### config.mk
export PLATFORM = sky130hd
export DESIGN_NAME = impartitor_secvential
export DESIGN_NICKNAME = d
export VERILOG_FILES = /design/src/rtl/impartitor_secvential.sv
export SDC_FILE = /design/constraint.sdc
export NUM_CORES = 1
export LEC_CHECK = 0
export ABC_AREA = 1
export CAP_MARGIN = 20
export CORE_MARGIN = 3
export CORE_UTILIZATION = 56
export CTS_CLUSTER_SIZE = 40
export DETAILED_ROUTE_END_ITERATION = 12
export PLACE_DENSITY = 0.81
export SETUP_SLACK_MARGIN = 0.2
export SLEW_MARGIN = 10
export SYNTH_ARGS = -nofsm -noshare
export SYNTH_HDL_FRONTEND = slang
export SYNTH_SLANG_ARGS = --single-unit
### constraint.sdc
create_clock -name clk -period 2.75 [get_ports clk]
set_input_delay 0.55 -clock clk [delete_from_list [all_inputs] [get_ports clk]]
set_output_delay 0.55 -clock clk [all_outputs]
set_load 0.01 [all_outputs]
### src/rtl/impartitor_secvential.sv
// Sequential restoring divider: splits a 2*width-bit dividend by a width-bit
// divisor and produces one quotient bit per clock. The control unit starts it
// with load, waits while busy is high and reads the result when ready is high.
//
// Handshake: load is sampled only in IDLE or DONE. An accepted load drops
// ready, and the operands are checked in the cycle after the load edge.
// busy is high exactly while iterating (RUN). ready is high exactly in DONE,
// and quot/rem/div_zero/ovf are valid while ready is high. Loads seen in
// CHECK or RUN are ignored.
module impartitor_secvential #(
  parameter int width = 8
) (
  input  logic                 clk,
  input  logic                 reset,
  input  logic                 load,
  input  logic [2*width-1:0]   OpA,
  input  logic [width-1:0]     OpB,
  output logic [width-1:0]     quot,
  output logic [width-1:0]     rem,
  output logic                 busy,
  output logic                 ready,
  output logic                 div_zero,
  output logic                 ovf
);

  localparam int CW = (width > 1) ? $clog2(width) : 1;
  localparam logic [CW-1:0] CNT_LAST = CW'(width - 1);

  // CHECK is the cycle after load is accepted. In this cycle the captured
  // operands are classified as an error, which goes to DONE, or as a normal
  // division, which goes to RUN.
  typedef enum logic [1:0] {
    IDLE  = 2'd0,
    CHECK = 2'd1,
    RUN   = 2'd2,
    DONE  = 2'd3
  } state_t;

  state_t               state, state_nx;
  logic [2*width-1:0]   a, a_nx;          // captured dividend
  logic [width-1:0]     d, d_nx;          // captured divisor
  logic [width:0]       r, r_nx;          // partial remainder, one guard bit
  logic [width-1:0]     q, q_nx;          // dividend low half / quotient bits
  logic [CW-1:0]        cnt, cnt_nx;      // completed restoring steps
  logic [width-1:0]     quot_nx, rem_nx;
  logic                 dz_nx, ovf_nx;
  logic [width:0]       r_sh;
  logic [width:0]       d_ext;

  // Next-state and datapath update. Every register holds by default.
  always_comb begin
    state_nx = state;
    a_nx     = a;
    d_nx     = d;
    r_nx     = r;
    q_nx     = q;
    cnt_nx   = cnt;
    quot_nx  = quot;
    rem_nx   = rem;
    dz_nx    = div_zero;
    ovf_nx   = ovf;
    // Shift {R,Q} left by one bit. R is always below the divisor before the
    // shift, so r[width] is zero and no bit is lost.
    r_sh     = {r[width-1:0], q[width-1]};
    d_ext    = {1'b0, d};

    case (state)
      IDLE, DONE: begin
        if (load) begin
          a_nx     = OpA;
          d_nx     = OpB;
          dz_nx    = 1'b0;
          ovf_nx   = 1'b0;
          state_nx = CHECK;
        end
      end
      CHECK: begin
        if (d == '0) begin
          quot_nx  = '1;
          rem_nx   = a[width-1:0];
          dz_nx    = 1'b1;
          state_nx = DONE;
        end else if (a[2*width-1:width] >= d) begin
          quot_nx  = '1;
          rem_nx   = '0;
          ovf_nx   = 1'b1;
          state_nx = DONE;
        end else begin
          r_nx     = {1'b0, a[2*width-1:width]};
          q_nx     = a[width-1:0];
          cnt_nx   = '0;
          state_nx = RUN;
        end
      end
      RUN: begin
        if (r_sh >= d_ext) begin
          r_nx = r_sh - d_ext;
          q_nx = {q[width-2:0], 1'b1};
        end else begin
          r_nx = r_sh;
          q_nx = {q[width-2:0], 1'b0};
        end
        cnt_nx = cnt + 1'b1;
        if (cnt == CNT_LAST) begin
          quot_nx  = q_nx;
          rem_nx   = r_nx[width-1:0];
          state_nx = DONE;
        end
      end
      default: state_nx = IDLE;
    endcase
  end

  // State and datapath registers. Reset clears everything and aborts any
  // division in progress.
  always_ff @(posedge clk or posedge reset) begin
    if (reset) begin
      state    <= IDLE;
      a        <= '0;
      d        <= '0;
      r        <= '0;
      q        <= '0;
      cnt      <= '0;
      quot     <= '0;
      rem      <= '0;
      div_zero <= 1'b0;
      ovf      <= 1'b0;
    end else begin
      state    <= state_nx;
      a        <= a_nx;
      d        <= d_nx;
      r        <= r_nx;
      q        <= q_nx;
      cnt      <= cnt_nx;
      quot     <= quot_nx;
      rem      <= rem_nx;
      div_zero <= dz_nx;
      ovf      <= ovf_nx;
    end
  end

  // Status decoded from the state register, so busy and ready are mutually
  // exclusive and free of glitches.
  assign busy  = (state == RUN);
  assign ready = (state == DONE);

endmodule

# --- Word level (Yosys, flattened, before mapping) ---
# Cells that the tools add are included.
word_totals:
  regBits: 63
  word_cells: 66
  input_bits: 27
op_classes:
  add_sub_neg: 2
  n_reduce_logical: 11
  eq_ne: 11
  n_mux: 30
  order_cmp: 2
op_table:
  columns: ["cell", "n"]
  rows:
  - ["2-to-1 mux 8 bit", 11]
  - ["one-hot mux 8 bit (2 select lines)", 4]
  - ["!= test 2 bit, second input constant", 5]
  - ["greater-or-equal comparator 9 x 8 -> 1 bit", 1]
  - ["AND reduction 3 bit", 3]
  - ["greater-or-equal comparator 8 bit", 1]
  - ["logical NOT 8 bit", 1]
  - ["subtractor 8 bit", 1]
  - ["2-to-1 mux 1 bit", 7]
  - ["2-to-1 mux 3 bit", 2]
  - ["one-hot mux 2 bit (3 select lines)", 1]
  - ["one-hot mux 3 bit (2 select lines)", 1]
  - ["== test 2 bit, second input constant", 2]
  - ["2-to-1 mux 2 bit", 2]
  - ["one-hot mux 1 bit (2 select lines)", 2]
  - ["AND reduction 2 bit", 2]
  - ["AND reduction 4 bit", 1]
  - ["nonzero test 2 bit", 2]
  - ["adder 3 x 1 -> 3 bit, second input constant", 1]
  - ["== test 3 bit, second input constant", 1]
  - ["!= test 3 bit, second input constant", 1]
  - ["== test 2 x 1 -> 1 bit, second input constant", 1]
  - ["logical NOT 2 bit", 1]
  - ["!= test 2 x 1 -> 1 bit, second input constant", 1]
  - ["OR reduction 2 bit", 1]

# --- Logic depth before layout (Yosys ltp) ---
logic_depth:
  word_depth: 4
  depth_mapped: 13

# --- Least setup slack after synthesis ---
# No wires, ideal clock.
synth_path:
  kind: "reg2reg"
  from: "register d[1]"
  to: "register rem[4]"
  arrival_time_ns: 1.587
  setup_ns: 0.116
  slack_ns: 1.047
  path_stages_with_launch: 14
  n_path_buf: 1
  path_cell_list: "dfrtp_1 -> inv_1 -> ha_1 -> inv_1 -> o21bai_1 -> nand2_1 -> nand2_1 -> nand2_1 -> nand4_4 -> nor2_2 -> nor2_4 -> buf_6 -> nand2_1 -> nand2_1"
synth_via:
  elab_chain_cells: 4
synth_rtl:
  columns: ["item", "line_no", "source"]
  rows:
  - ["start, declared", "41", "logic [width-1:0] d, d_nx;"]
  - ["start signal, assigned", "131", "d <= d_nx;"]
  - ["subtractor 8 bit or greater-or-equal comparator 9 x 8 -> 1 bit (tied branches)", "97, 96", null]
  - ["2-to-1 mux 8 bit", "96", "if (r_sh >= d_ext) begin"]
  - ["2-to-1 mux 8 bit", "104", "if (cnt == CNT_LAST) begin"]
  - ["one-hot mux 8 bit (2 select lines)", "67", "case (state)"]
  - ["end signal, assigned", "136", "rem <= rem_nx;"]
  - ["end, declared", "19", "output logic [width-1:0] rem,"]
# Several ways; a longest one is shown, not always the timed one. The select of a mux whose other input is x is not followed.
# A chain may end at the register's enable or synchronous reset.

# --- Worst setup path in the final report ---
layout_path:
  from: "register d[1]"
  to: "register r[1]"
layout_via:
  elab_chain_cells: 3
layout_rtl:
  columns: ["item", "line_no", "source"]
  rows:
  - ["subtractor 8 bit, or another cell as far along", "97", "r_nx = r_sh - d_ext;"]
  - ["2-to-1 mux 8 bit or != test 2 bit (tied branches)", null, null]
  - ["one-hot mux 8 bit (2 select lines) or AND reduction 3 bit (tied branches)", null, null]
  - ["end signal, assigned", "132", "r <= r_nx;"]
  - ["end, declared", "42", "logic [width:0] r, r_nx;"]
# Several ways; a longest one is shown, not always the timed one.

==> impl_metrics.env <==
export IMPL_viasPerCell=5.47
export IMPL_grt_setup_unrepaired="no"
export IMPL_synth_area_um2=3620
export IMPL_outcome="completed"
export IMPL_grt_pass1_wl_um=14500
export IMPL_synthTopCellsByArea="dfrtp_1, nand2_1, ha_1"
export IMPL_post_drt_wl_per_cell_um=14.7
export IMPL_holdBufCountCts=0
export IMPL_worst_slew_pin_slew_ns=0.493
export IMPL_cap_viol_max_count=0
export IMPL_reg2reg_to="r[1]$_DFFE_PP0P_"
export IMPL_synth_cell_types=33
export IMPL_postCtsSetupBuffers=0
export IMPL_setup_viol=0
export IMPL_yosysTopAreaCell="dfrtp_1"
export IMPL_end_kind="flip-flop"
export IMPL_leakage_nw=2.24
export IMPL_totalPowerFinal_mw=6.14
export IMPL_fin_nets=548
export IMPL_slew_violations=0
export IMPL_hpwlAfterDp_um=6360
export IMPL_yosysWarnings=0
export IMPL_yosysSeqAreaShare=0.435
export IMPL_power_density_nw_per_um2=1410
export IMPL_cts_root_buf="clkbuf_8"
export IMPL_drc=0
export IMPL_r2r_slack_ns=0.61
export IMPL_place_gp_congestion=0.978
export IMPL_core_area_um2=6100
export IMPL_crit_fanout=16
export IMPL_hold_path_class="flip-flop to flip-flop"
export IMPL_r2r_start="d[1]$_DFFE_PP0P_"
export IMPL_finalHoldViolCount=0
export IMPL_wl_um=8520
export IMPL_finalClockSkew_ns=0.00821
export IMPL_cts_resized=0
export IMPL_grt_use_total=0.248
export IMPL_dr_pass1_iters=5
export IMPL_io_pins=47
export IMPL_cts_made_buffers=9
export IMPL_drive_above_1_share=0.125
export IMPL_cp_start_kind="flip-flop"
export IMPL_synth_ff_type="dfrtp_1"
export IMPL_antenna_found_initial=0
export IMPL_r2r_cells=13
export IMPL_critical_path_class="flip-flop to flip-flop"
export IMPL_hp_start="quot[5]$_DFFE_PP0P_"
export IMPL_cts_sinks=63
export IMPL_port_buffers=46
export IMPL_min_path_cells=2
export IMPL_diodes=0
export IMPL_vias=3170
export IMPL_grt_max_degree=42
export IMPL_clk_latency_ns=0.35
export IMPL_htree_levels=3
export IMPL_fin_crit_sh=0.778
export IMPL_syn_inst=450
export IMPL_synth_top_area_frac=0.435
export IMPL_ys_seq_elements=63
export IMPL_syn_nets=499
export IMPL_synth_edf_count=0
export IMPL_nFillCells=464
export IMPL_drtAntennaViolNets=0
export IMPL_grt_pass1_vias=3082
export IMPL_tritoncts="built"
export IMPL_die_height_um=86.4
export IMPL_tns_ns=0
export IMPL_min_to="quot[5]$_DFFE_PP0P_"
export IMPL_fmax_mhz=468
export IMPL_fp_dieW_um=86.4
export IMPL_async_flop_share=1.00
export IMPL_syn2layout_area_growth_pct=20.3
export IMPL_period_needed_ns=2.14
export IMPL_clk_path_buf_depth=2
export IMPL_cp_required_ns=3.03
export IMPL_crit_arrival_ns=2.42
export IMPL_yosys_top_cells_count="nand2_1, dfrtp_1, inv_1, nand3_1, nor2_1"
export IMPL_grt_overflow=0
export IMPL_synth_area_per_cell_um2=8.05
export IMPL_num_rows=28
export IMPL_initial_core_util=0.594
export IMPL_die_area_um2=7470
export IMPL_post_synth_top_count_cell="nand2_1"
export IMPL_drt_iter0_drc=162
export IMPL_ir_drop_v=0.00123
export IMPL_max_slew_margin=0.671
export IMPL_path_clk_slew_ns=0.08
==> cells in the final DEF, fill, tap and decap left out, drive strengths merged, types with 2 or more instances in the layout <==
cell,n
clkinv,3
or2,9
xnor2,3
mux2,12
dfrtp,63
inv,44
nand3,38
nand4,13
o21ai,17
clkdlybuf4s50,46
ha,21
a21oi,21
clkbuf,10
nor2,37
nand2,151
buf,6
nor3,2
==> worst max-delay path by stage <==
stage / start / end / slack, ns / depth (start not counted)
CTS: state[0]$_DFFE_PP0P_ / busy / 0.63 / 3
global route: d[1]$_DFFE_PP0P_ / q[4]$_DFFE_PP0P_ / 0.41 / 13
floorplan: reset / a[0]$_DFFE_PP0P_ / 0.63 / 1
global placement: load / a[10]$_DFFE_PP0P_ / 0.71 / 4
finish: d[1]$_DFFE_PP0P_ / r[1]$_DFFE_PP0P_ / 0.61 / 13
detailed placement: d[1]$_DFFE_PP0P_ / q[4]$_DFFE_PP0P_ / 0.66 / 13
==> per-layer routing <==
layer  GRT usage  wire [um]  vias to the layer above
met4      0.0623         93                        0
met5           0          0                        -
met1       0.337       3800                     1499
met3      0.0637        557                       11
met2       0.398       4070                      103
li1            -          -                     1557
==> critical path, stage by stage, from the launching register on <==
cell and delay [ns]:
dfrtp_1 0.43, inv_1 0.10, ha_1 0.32, inv_1 0.05, o21bai_1 0.11, nand2_1 0.06, nand2_1 0.06, nand2_1 0.10
nand4_4 0.12, nand2_2 0.08, nand2_2 0.22, buf_4 0.26, nand2_1 0.09, nand2_1 0.07
==> final cells by class <==
type	count	area, um2	area share
Sequential cell	63	1580	0.362
Tap cell	75	93.8	0.0215
Timing Repair Buffer	52	518	0.119
Multi-Input combinational cell	330	1800	0.414
Inverter	43	161	0.0370
Clock buffer	10	138	0.0316
Clock inverter	6	68.8	0.0158
==> metrics by stage <==
stage / instances / util / setup WS (ns) / hold WS [ns] / instance area (um2)
2_1_floorplan: 450 / - / 0.630 / 0.451 / 3620
4_1_cts: 579 / 0.715 / 0.632 / 0.484 / 4360
3_3_place_gp: 563 / 0.681 / 0.705 / 0.462 / 4150
3_5_place_dp: 563 / 0.681 / 0.657 / 0.465 / 4150
5_1_grt: 579 / 0.715 / 0.411 / 0.509 / 4360
6_report: 579 / 0.715 / 0.611 / 0.478 / 4360
==> power by group <==
part | total (mW) | switching [mW] | leakage [nW] | internal (mW)
logic | 3.63 | 2.23 | 1.38 | 1.40
registers | 1.68 | 0.309 | 0.760 | 1.37
clock network | 0.834 | 0.386 | 0.103 | 0.447
total | 6.14 | 2.92 | 2.24 | 3.22
==> state kept, by name, summed over array words and instances, names as in the netlist <==
| name | count |
|---|---|
| ovf | 1 |
| div_zero | 1 |
| d | 8 |
| rem | 8 |
| cnt | 3 |
| quot | 8 |
| state | 2 |
| a | 16 |
| r | 8 |
| q | 8 |
==> cell families (layout without fill, tap and decap cells) <==
kind of cell             count (synthesis)  in the layout  synth area share
AO/OA/AOI/OAI                           42             42            0.0632
flip-flops                              63             63             0.435
AND/OR/NAND/NOR                        250            250             0.309
buffers and inverters                   57            111            0.0670
adder cells (fa/ha/maj)                 22             22            0.0780
multiplexers                            13             13            0.0401
XOR/XNOR                                 3              3           0.00725
Power figures use the tool's default switching activity.
